==> src/rtl/rca_accumulator_if.sv <==
// rca_accumulator_if
//   Bundles the operand stream (in_*) and the result stream (out_*) of the
//   rca_accumulator stage.
//   Handshake: a beat or result moves on a rising clk edge where valid and
//   ready are both 1. The producer keeps valid and its payload steady until
//   that edge. The consumer may change ready freely. valid never depends
//   combinationally on ready.
//   Modports:
//     slave  - the accumulator (consumes in_*, produces out_*)
//     master - the environment (produces in_*, consumes out_*)
interface rca_accumulator_if #(
  parameter int BITWIDTH  = 8,
  parameter int ACC_WIDTH = 20,
  parameter int CNT_WIDTH = 8
);
  logic                 in_valid;
  logic                 in_ready;
  logic [BITWIDTH-1:0]  in_data;
  logic                 in_last;
  logic                 out_valid;
  logic                 out_ready;
  logic [ACC_WIDTH-1:0] out_data;
  logic [CNT_WIDTH-1:0] out_count;
  logic                 out_overflow;

  modport slave (
    input  in_valid, in_data, in_last, out_ready,
    output in_ready, out_valid, out_data, out_count, out_overflow
  );

  modport master (
    output in_valid, in_data, in_last, out_ready,
    input  in_ready, out_valid, out_data, out_count, out_overflow
  );
endinterface

==> src/rtl/rca_accumulator.sv <==
// rca_accumulator
//   Streaming accumulator behind a ripple-carry adder. It sums a packet of
//   unsigned BITWIDTH-bit operands into an ACC_WIDTH-bit register. The packet
//   ends on the beat that has in_last set. The completed sum, the beat count
//   and a sticky overflow flag are then held on the out_* stream until the
//   consumer accepts them.
//   Ports:
//     clk       - clock; all state changes on the rising edge
//     rst       - synchronous reset, active-high
//     bus       - rca_accumulator_if.slave (in_* operand stream, out_* result)
//     dbg_state - current FSM state (0 = ACCUM, 1 = HOLD)
//   Parameters:
//     BITWIDTH  - operand width. ACC_WIDTH must be larger than BITWIDTH.
//     ACC_WIDTH - accumulator and result width
//     CNT_WIDTH - beat counter width. The counter saturates at all-ones.
//     SATURATE  - 0: the sum wraps; 1: the sum clamps to all-ones on overflow
module rca_accumulator #(
  parameter int BITWIDTH  = 8,
  parameter int ACC_WIDTH = 20,
  parameter int CNT_WIDTH = 8,
  parameter int SATURATE  = 0
) (
  input  logic                clk,
  input  logic                rst,
  rca_accumulator_if.slave    bus,
  output logic [0:0]          dbg_state
);

  localparam logic [0:0] ST_ACCUM = 1'b0;
  localparam logic [0:0] ST_HOLD  = 1'b1;

  logic [0:0]           state;
  logic [ACC_WIDTH-1:0] acc;
  logic [CNT_WIDTH-1:0] count;
  logic                 ovf;

  logic                 accept;
  logic [ACC_WIDTH-1:0] op_ext;
  logic [ACC_WIDTH:0]   sum;
  logic                 carry;
  logic                 rc;

  assign accept = (state == ST_ACCUM) && bus.in_valid;

  // Ripple-carry adder: acc + zero-extended operand, with carry-in 0.
  // The final carry becomes sum[ACC_WIDTH] and is the overflow source.
  always_comb begin
    op_ext = '0;
    op_ext[BITWIDTH-1:0] = bus.in_data;
    sum = '0;
    rc  = 1'b0;
    for (int i = 0; i < ACC_WIDTH; i++) begin
      sum[i] = acc[i] ^ op_ext[i] ^ rc;
      rc     = (acc[i] & op_ext[i]) | (rc & (acc[i] ^ op_ext[i]));
    end
    sum[ACC_WIDTH] = rc;
  end

  assign carry = sum[ACC_WIDTH];

  always_ff @(posedge clk) begin
    if (rst) begin
      state <= ST_ACCUM;
      acc   <= '0;
      count <= '0;
      ovf   <= 1'b0;
    end else begin
      case (state)
        ST_ACCUM: begin
          if (accept) begin
            // The sticky ovf term keeps a clamped sum at all-ones for the
            // rest of the packet, even when later beats do not carry.
            if ((SATURATE != 0) && (carry || ovf)) begin
              acc <= '1;
            end else begin
              acc <= sum[ACC_WIDTH-1:0];
            end
            ovf <= ovf | carry;
            if (count != '1) begin
              count <= count + 1'b1;
            end
            if (bus.in_last) begin
              state <= ST_HOLD;
            end
          end
        end
        ST_HOLD: begin
          // No bypass: the next packet starts one cycle after the handshake.
          if (bus.out_ready) begin
            acc   <= '0;
            count <= '0;
            ovf   <= 1'b0;
            state <= ST_ACCUM;
          end
        end
        default: begin
          state <= ST_ACCUM;
        end
      endcase
    end
  end

  // The result registers are the accumulator registers themselves. In HOLD
  // they carry the completed packet. In ACCUM they show the running partial,
  // which the consumer ignores because out_valid is 0.
  assign bus.in_ready     = (state == ST_ACCUM);
  assign bus.out_valid    = (state == ST_HOLD);
  assign bus.out_data     = acc;
  assign bus.out_count    = count;
  assign bus.out_overflow = ovf;
  assign dbg_state        = state;

endmodule
==> src/flat_wrapper.sv <==
// flat-port wrapper written by rule: the top's interface ports become plain ports
module rca_accumulator_flat 
#(
  parameter int BITWIDTH  = 8,
  parameter int ACC_WIDTH = 20,
  parameter int CNT_WIDTH = 8,
  parameter int SATURATE  = 0
)
  (clk, rst, dbg_state, bus_in_valid, bus_in_data, bus_in_last, bus_out_ready, bus_in_ready, bus_out_valid, bus_out_data, bus_out_count, bus_out_overflow);
  rca_accumulator_if #(.BITWIDTH(BITWIDTH), .ACC_WIDTH(ACC_WIDTH), .CNT_WIDTH(CNT_WIDTH)) bus_i ();
  input  logic clk;
  input  logic rst;
  output logic [0:0] dbg_state;
  input wire logic [$bits(bus_i.in_valid)-1:0] bus_in_valid;
  input wire logic [$bits(bus_i.in_data)-1:0] bus_in_data;
  input wire logic [$bits(bus_i.in_last)-1:0] bus_in_last;
  input wire logic [$bits(bus_i.out_ready)-1:0] bus_out_ready;
  output wire logic [$bits(bus_i.in_ready)-1:0] bus_in_ready;
  output wire logic [$bits(bus_i.out_valid)-1:0] bus_out_valid;
  output wire logic [$bits(bus_i.out_data)-1:0] bus_out_data;
  output wire logic [$bits(bus_i.out_count)-1:0] bus_out_count;
  output wire logic [$bits(bus_i.out_overflow)-1:0] bus_out_overflow;
  assign bus_i.in_valid = bus_in_valid;
  assign bus_i.in_data = bus_in_data;
  assign bus_i.in_last = bus_in_last;
  assign bus_i.out_ready = bus_out_ready;
  assign bus_in_ready = bus_i.in_ready;
  assign bus_out_valid = bus_i.out_valid;
  assign bus_out_data = bus_i.out_data;
  assign bus_out_count = bus_i.out_count;
  assign bus_out_overflow = bus_i.out_overflow;
  rca_accumulator #(.BITWIDTH(BITWIDTH), .ACC_WIDTH(ACC_WIDTH), .CNT_WIDTH(CNT_WIDTH), .SATURATE(SATURATE)) u_core (.clk(clk), .rst(rst), .bus(bus_i), .dbg_state(dbg_state));
endmodule
==> config.mk <==
export PLATFORM = sky130hd
export DESIGN_NAME = rca_accumulator_flat
export DESIGN_NICKNAME = d
export VERILOG_FILES = /design/src/rtl/rca_accumulator_if.sv /design/src/rtl/rca_accumulator.sv /design/src/flat_wrapper.sv
export SDC_FILE = /design/constraint.sdc
export NUM_CORES = 1
export LEC_CHECK = 0
export CAP_MARGIN = 30
export CORE_MARGIN = 4
export CORE_UTILIZATION = 51
export DETAILED_ROUTE_END_ITERATION = 6
export GPL_TIMING_DRIVEN = 0
export HOLD_SLACK_MARGIN = 0.02
export PLACE_DENSITY = 0.88
export SYNTH_ARGS = -nofsm -noshare
export SYNTH_HDL_FRONTEND = slang
export SYNTH_SLANG_ARGS = --single-unit
==> constraint.sdc <==
create_clock -name clk -period 14.65 [get_ports clk]
set_input_delay 2.93 -clock clk [delete_from_list [all_inputs] [get_ports clk]]
set_output_delay 2.93 -clock clk [all_outputs]
set_load 0.02 [all_outputs]
# [Yosys cells after proc, flatten, opt, wreduce, memory -nomap -nowiden]
# Index checks and enable logic that the tools add are counted.
# Widths: inputs -> output; s select.
[word_totals] input_bits=13 regBits=30 ram_bits=0 word_cells=89 mem_count=0 rom_bits=0 output_inout_bits=32 latch_bits=0
[classes] n_bitwise=63 div=0 n_addsub=1 order_cmp=0 n_mux=14 eq_ne=4 mul=0 n_shift=0 n_reduce_logical=3
[ops] operator="$mux 20" n=2
[ops] operator="$pmux 20 s2" n=1
[ops] operator="$and 1x1->1" n=27
[ops] operator="$xor 1x1->1" n=27
[ops] operator="$mux 8" n=3
[ops] operator="$pmux 8 s2" n=1
[ops] operator="$add 8x1->8 const B" n=1
[ops] operator="$ne 8x8->1 const B" n=1
[ops] operator="$or 1x1->1" n=8
[ops] operator="$mux 1" n=5
[ops] operator="$ne 2x1->1 const B" n=2
[ops] operator="$pmux 1 s2" n=2
[ops] operator="$reduce_and 3->1" n=1
[ops] operator="$ne 2x2->1 const B" n=1
[ops] operator="$reduce_and 2->1" n=1
[ops] operator="$logic_and 1x1->1" n=1
[ops] operator="$not 1->1" n=1

# [Logic depth before layout (Yosys ltp)]
# Gate-level depths: netlist of run 1.
[logic_depth] word_depth=30 mapped_depth=24 mapped_depth_nobuf=24

# [Least setup slack after synthesis of run 1]
# OpenSTA, ideal clock, no wires.
[synth_timing] path_kind="input to register" from="input port bus_in_data[0]" to="register u_core.acc[19] (netlist: u_core.bus.out_data[19])" cell_stages=24 slack_ns=7.121 path_buffers=0 t_required_ns=14.524 setup_time_ns=0.126 arrival_ns=7.403 path_cell_list="ha_1 > inv_1 > fa_1 > fa_1 > fa_1 > fa_1 > fa_1 > fa_1 > inv_1 > fa_1 > ha_1 > ha_1 > ha_1 > ha_1 > ha_1 > ha_1 > ha_1 > ha_1 > ha_1 > ha_1 > ha_1 > ha_1 > a22oi_1 > nor2_1"
[synth_between] elab_chain_len=29
[synth_rtl] item="start: declaration" line_no="flat_wrapper.sv:15" rtl="input wire logic [$bits(bus_i.in_data)-1:0] bus_in_data;"
[synth_rtl] item="$and 1x1->1 (2 in series)" line_no="rca_accumulator.sv:54" rtl="rc = (acc[i] & op_ext[i]) | (rc & (acc[i] ^ op_ext[i]));"
[synth_rtl] item="$or 1x1->1" line_no="rca_accumulator.sv:54"
[synth_rtl] item="$and 1x1->1" line_no="rca_accumulator.sv:54"
[synth_rtl] item="$or 1x1->1" line_no="rca_accumulator.sv:54"
[synth_rtl] item="$and 1x1->1" line_no="rca_accumulator.sv:54"
[synth_rtl] item="$or 1x1->1" line_no="rca_accumulator.sv:54"
[synth_rtl] item="$and 1x1->1" line_no="rca_accumulator.sv:54"
[synth_rtl] item="$or 1x1->1" line_no="rca_accumulator.sv:54"
[synth_rtl] item="[... 2 more ...]"
[synth_rtl] item="$and 1x1->1" line_no="rca_accumulator.sv:54"
[synth_rtl] item="$or 1x1->1" line_no="rca_accumulator.sv:54"
[synth_rtl] item="$and 1x1->1" line_no="rca_accumulator.sv:54"
[synth_rtl] item="$or 1x1->1" line_no="rca_accumulator.sv:54"
[synth_rtl] item="$and 1x1->1 (11 in series)" line_no="rca_accumulator.sv:54"
[synth_rtl] item="$xor 1x1->1" line_no="rca_accumulator.sv:53" rtl="sum[i] = acc[i] ^ op_ext[i] ^ rc;"
[synth_rtl] item="$mux 20" line_no="rca_accumulator.sv:70" rtl="if (accept) begin"
[synth_rtl] item="$pmux 20 s2" line_no="rca_accumulator.sv:68" rtl="case (state)"
[synth_rtl] item="end signal: assignment" line_no="rca_accumulator.sv:76" rtl="acc <= sum[ACC_WIDTH-1:0];"
[synth_rtl] item="end: declaration" line_no="rca_accumulator.sv:33" rtl="logic [ACC_WIDTH-1:0] acc;"
# No other way between the ends. The select of a mux whose other input is x is not followed.
# A chain may end at the register's enable or synchronous reset.

# [Worst setup path after layout of run 1]
# Same ends and word-level chain as after synthesis.

==> results of run 1 <==
-- Yosys cell counts (3+ instances only) --
cell type / count / share of area
a21oi_1: 12 / 0.037
a22oi_1: 15 / 0.070
buf_2: 4 / 0.012
dfxtp_1: 30 / 0.37
fa_1: 7 / 0.087
ha_1: 14 / 0.11
inv_1: 15 / 0.035
nand2_1: 5 / 0.012
nand3_1: 4 / 0.012
nor2_1: 30 / 0.070
o21ai_0: 3 / 0.0093
-- final cells by class --
type	count	share of cell area
Multi-Input combinational cell	118	0.405
Timing Repair Buffer	44	0.201
Inverter	15	0.0257
Clock inverter	2	0.0171
Buffer	10	0.0331
Sequential cell	30	0.274
Tap cell	44	0.0251
Clock buffer	6	0.0188
-- metrics by stage --
stage | total power, mW | hold WS, ns | setup WS [ns] | std cells
2_1_floorplan | 0.112 | 0.576 | 7.12 | 173
3_3_place_gp | 0.127 | 0.498 | 6.47 | 261
3_5_place_dp | 0.128 | 0.514 | 6.35 | 261
4_1_cts | 0.194 | 0.530 | 6.70 | 269
5_1_grt | 0.202 | 0.572 | 6.49 | 269
6_report | 0.193 | 0.529 | 6.72 | 269
-- layer usage --
| metal | global-route usage | up-vias | part of all wire |
|---|---|---|---|
| li1 | - | 705 | - |
| met5 | 0 | - | 0 |
| met2 | 0.329 | 57 | 0.50 |
| met3 | 0.0475 | 6 | 0.058 |
| met4 | 0.0950 | 0 | 0.014 |
| met1 | 0.241 | 667 | 0.43 |
-- kinds of logic after synthesis --
| family | share of synthesized area |
|---|---|
| AOI/OAI and AO/OA | 0.182 |
| adders and majority gates | 0.195 |
| DFF | 0.372 |
| muxes | 0.00619 |
| and+or+nand+nor | 0.166 |
| buffers and inverters | 0.0797 |
-- final timing paths --
kind,cells after the start,slack (ns),to,startpoint
hold / removal,2,0.53,u_core.bus.out_count[1],u_core.bus.out_count[1]
hold reg to reg,2,0.53,u_core.bus.out_count[1],u_core.bus.out_count[1]
setup / recovery,25,6.72,u_core.bus.out_data[19],bus_in_data[0]
setup reg to reg,24,9.34,u_core.bus.out_data[19],u_core.bus.out_data[0]
-- cell usage in the layout (no fill, tap or decap), types with 2 or more instances in the layout --
| cell | count |
|---|---|
| clkdlybuf4s50_1 | 44 |
| nor2_1 | 30 |
| dfxtp_1 | 30 |
| inv_1 | 15 |
| a22oi_1 | 15 |
| ha_1 | 14 |
| a21oi_1 | 12 |
| fa_1 | 7 |
| nand2_1 | 5 |
| clkbuf_4 | 5 |
| nand3_1 | 4 |
| buf_2 | 4 |
| clkbuf_1 | 3 |
| o21ai_0 | 3 |
| nand2b_1 | 2 |
| and3_1 | 2 |
| a31oi_1 | 2 |
| a211oi_1 | 2 |
| nor3_1 | 2 |
-- power by group --
group / switching [mW] / leakage, nW / total [mW] / internal, mW
Sequential: 0.00305 / 0.243 / 0.0879 / 0.0848
Clock: 0.0310 / 0.0385 / 0.0670 / 0.0360
Combinational: 0.0205 / 0.635 / 0.0386 / 0.0181
-- flip-flops by register name (all words and copies together) (netlist names) --
signal                   cells
u_core.bus.out_data         20
u_core.bus.out_count         8
u_core.bus.out_overflow      1
u_core.bus.out_valid         1
-- critical path, cell delays in order --
cell and delay, ns:
clkdlybuf4s50_1 0.45, ha_1 0.14, inv_1 0.05, fa_1 0.38, fa_1 0.39, fa_1 0.38
fa_1 0.39, fa_1 0.39, fa_1 0.36, inv_1 0.08, fa_1 0.17, ha_1 0.15
ha_1 0.14, ha_1 0.14, ha_1 0.15, ha_1 0.14, ha_1 0.14, ha_1 0.15
ha_1 0.15, ha_1 0.14, ha_1 0.14, ha_1 0.14, ha_1 0.22, a22oi_1 0.18
nor2_1 0.05
==> flow_summary.toml, run 1 <==
[run_status]
run_status = "completed"

[clocking]
htree_levels = 2
cts_tree = "yes"
cts.clk_slew.worst_paths_ns = 0.10
clk_path_buf_depth = 2
insertion_delay_ns = 0.34
cts.sinks = 30
ctsHoldBuffers = 0
cts_root_buffer = "clkbuf_4"
cts-buffers-inserted = 5
cts_setup_buffers = 0
cts_resized = 0

[grt]
grt_usage = 0.199
grt_overflow = 0
grt_pass1_wl_mm = 6.51
grt_pass1_vias = 1516
antenna_found_initial = 0
grt_max_degree = 11

[die]
start_util = 0.530
core_region_area_um2 = 3050
die_area_um2 = 4130
die_h_um = 64.3
top_level_ports = 45
die_x_um = 64.3
rows = 20

[cells_and_area]
n_antenna_cell = 0
regArea_um2 = 601
nets = 258
utilization = 0.718
multi_input_area_um2 = 887
fin_area_um2 = 2190
n_fill_cell = 235
drive_gt1_frac = 0.102
syn_to_final_growth_pct = 35.5

[logic_synthesis]
ys.warnings.count = 0
async_flop_share = 0
synth.avg_cell_area_um2 = 9.34
syn_area_um2 = 1620
synth_edf_count = 0
syn_nets = 207
seq_area_frac_synth = 0.372
synth_cells = 173
ys_types = 39
ys_seq_elements = 30
synth_ff_type = "dfxtp_1"

[timing]
max_freq_mhz = 126
post-route-period-util = 0.541
finClkSkew_ns = 0.0118
timing.final.max_slew_violations = 0
max_slew.worst_pin.slew_ns = 0.435
hold_viol_final = 0
period_minus_slack_ns = 7.93
finalSetupViolCount = 0
slew_headroom = 0.710
tns_ns = 0
rsz0062_at_grt = "no"

[worst_setup_path]
path_max_fanout = 1
startpoint_type = "primary input"
worst-setup-path-type = "in2reg"
critPathCaptureType = "flop"
crit_required_ns = 14.88
worstPathArrival_ns = 8.16

[flow_run]
maxCapViolations = 0

[pwr]
vdd_drop_max_mv = 0.0724
power_density_nw_per_um2 = 88.3
p_leak_nw = 0.917

[drt]
drt_iter0_markers = 139
vias = 1435
via_per_inst = 5.33
drtAntennaViolNets = 0
routed_wl_mm = 3.74
drc = 0
drtPass1Iterations = 4
wire_per_inst_um = 13.9

[placement]
portBuffers = 44
dpl_cell_area_um2 = 2110
place_congestion = 0.844
dp_hpwl_mm = 2.77

[hold_path]
hp-class = "reg2reg"
No activity file was read; power rests on OpenSTA's default activity.
==> inputs of run 2 (changes only) <==
- CORE_UTILIZATION: 51 -> 47
- PLACE_DENSITY: 0.88 -> 0.83
- clock period: 14.65 -> 7.4 ns (I/O delays scaled with it)
==> run 2 against run 1 <==
- clock power is 31% higher
- sequential share of layout area is 0.40 points higher
- global-route usage is 1.3 points lower
- critical path depth stayed put
- wire length is 5.2% lower
- final area is 1.4% lower
==> flow_summary.toml, run 2 (synthesis results as in run 1) <==
[run_status]
run_status = "completed"

[worst_setup_path]
cp-startpoint = "bus_in_data[0]"
worst-setup-path-type = "in2reg"
startpoint_type = "primary input"
crit_required_ns = 7.61
rr_endpoint = "u_core.bus.out_data[19]"
crit_top_cell = "ha_1"
path_delay_family = "adder cells"
timing.rr.start = "u_core.bus.out_data[0]"
max_stage_delay_ns = 0.45
rrSetupSlack_ns = 2.12
critPathBufInv = 3
path_max_fanout = 1
path_depth = 25
ff2ff_path_depth = 24
critPathCaptureType = "flop"
worstPathArrival_ns = 6.70
cp_slowest_cell = "clkdlybuf4s50_1"
critPathCapture = "u_core.bus.out_data[19]"

[die]
core_region_area_um2 = 3340
die_area_um2 = 4440
rows = 21
die_h_um = 66.6
top_level_ports = 45
start_util = 0.484
die_x_um = 66.6

[grt]
grt_max_degree = 11
grt_usage = 0.186
grt_pass1_wl_mm = 6.20
grt_pass1_vias = 1330
antenna_found_initial = 0
grt_overflow = 0

[cells_and_area]
fin_area_um2 = 2160
final_common_cell = "clkdlybuf4s50_1"
nets = 258
syn_to_final_growth_pct = 33.6
n_fill_cell = 286
final_cell_mix = "clkdlybuf4s50_1 (44), nor2_1 (30), dfxtp_1 (30)"
stdcell_count = 270
drive_gt1_frac = 0.0938
n_antenna_cell = 0
largest_register_ffs = 20

[clocking]
cts_setup_buffers = 0
htree_levels = 2
cts-buffers-inserted = 5
cts_root_buffer = "clkbuf_4"
cts.sinks = 30
ctsHoldBuffers = 0
clk_path_buf_depth = 2
cts.clk_slew.worst_paths_ns = 0.09
cts_resized = 0
cts_tree = "yes"
insertion_delay_ns = 0.33

[timing]
finClkSkew_ns = 0.0118
finalSetupViolCount = 0
period_minus_slack_ns = 6.49
hold_viol_final = 0
post-route-period-util = 0.877
max_slew.worst_pin.slew_ns = 0.453
timing.final.max_slew_violations = 0
max_freq_mhz = 154
slew_headroom = 0.698
tns_ns = 0
rsz0062_at_grt = "no"

[placement]
dpl.cell_count = 263
portBuffers = 44
place_congestion = 0.872
dpl_cell_area_um2 = 2110
dp_hpwl_mm = 2.60

[flow_run]
maxCapViolations = 0

[pwr]
vdd_drop_max_mv = 0.106
power_density_nw_per_um2 = 156
p_leak_nw = 0.904
total_power_uw = 337

[drt]
drtPass1Iterations = 4
drtAntennaViolNets = 0
via_per_inst = 5.20
wire_per_inst_um = 13.1
drt_iter0_markers = 117
routed_wl_mm = 3.54
vias = 1404
drc = 0

[hold_path]
hp-class = "reg2reg"
run 2: worst min-delay path by stage:
stage	startpoint	end	slack, ns	cells after the start
floorplan	u_core.bus.out_count[1]	u_core.bus.out_count[1]	0.58	2
global placement	u_core.bus.out_overflow	u_core.bus.out_overflow	0.50	2
detailed placement	u_core.bus.out_overflow	u_core.bus.out_overflow	0.51	2
CTS	u_core.bus.out_overflow	u_core.bus.out_overflow	0.53	2
global route	u_core.bus.out_data[4]	u_core.bus.out_data[4]	0.56	2
finish	u_core.bus.out_overflow	u_core.bus.out_overflow	0.51	2
run 2: per-stage QoR:
stage | worst slack [ns] | utilization | hold slack, ns
5_1_grt | 0.582 | 0.647 | 0.559
4_1_cts | 0.877 | 0.647 | 0.528
6_report | 0.908 | 0.647 | 0.514
3_3_place_gp | 0.645 | 0.634 | 0.497
3_5_place_dp | 0.563 | 0.634 | 0.508
2_1_floorplan | 1.32 | - | 0.576
run 2: layout make-up:
| class | count | area [um^2] | area share |
|---|---|---|---|
| timing repair buffer | 44 | 440 | 0.204 |
| multi-input combinational | 118 | 887 | 0.411 |
| sequential | 30 | 601 | 0.278 |
| clock buffer | 7 | 45.0 | 0.0209 |
| inverter | 15 | 56.3 | 0.0261 |
| tap | 46 | 57.6 | 0.0267 |
| buffer | 10 | 72.6 | 0.0336 |
run 2: routing by layer:
layer / wire length, um / GRT usage / vias to the layer above / share of wire
met5: 0 / 0 / - / 0
li1: - / - / 703 / -
met1: 1630 / 0.245 / 667 / 0.46
met2: 1680 / 0.270 / 29 / 0.48
met4: 36 / 0.0990 / 0 / 0.010
met3: 190 / 0.0556 / 5 / 0.054
run 2: worst reg2reg max path, delay by kind of cell, from the launching register on:
family | cells | cell delay (ns)
AO/OA/AOI/OAI | 1 | 0.16
flip-flops | 1 | 0.37
adder cells (fa/ha/maj) | 20 | 4.43
AND/OR/NAND/NOR | 1 | 0.05
buffers and inverters | 2 | 0.14
run 2: report_power, final:
| group | leakage (nW) | total [mW] | switching (mW) | internal, mW |
|---|---|---|---|---|
| clock network | 0.0254 | 0.0879 | 0.0521 | 0.0357 |
| registers | 0.243 | 0.174 | 0.00586 | 0.168 |
| logic | 0.635 | 0.0750 | 0.0395 | 0.0354 |
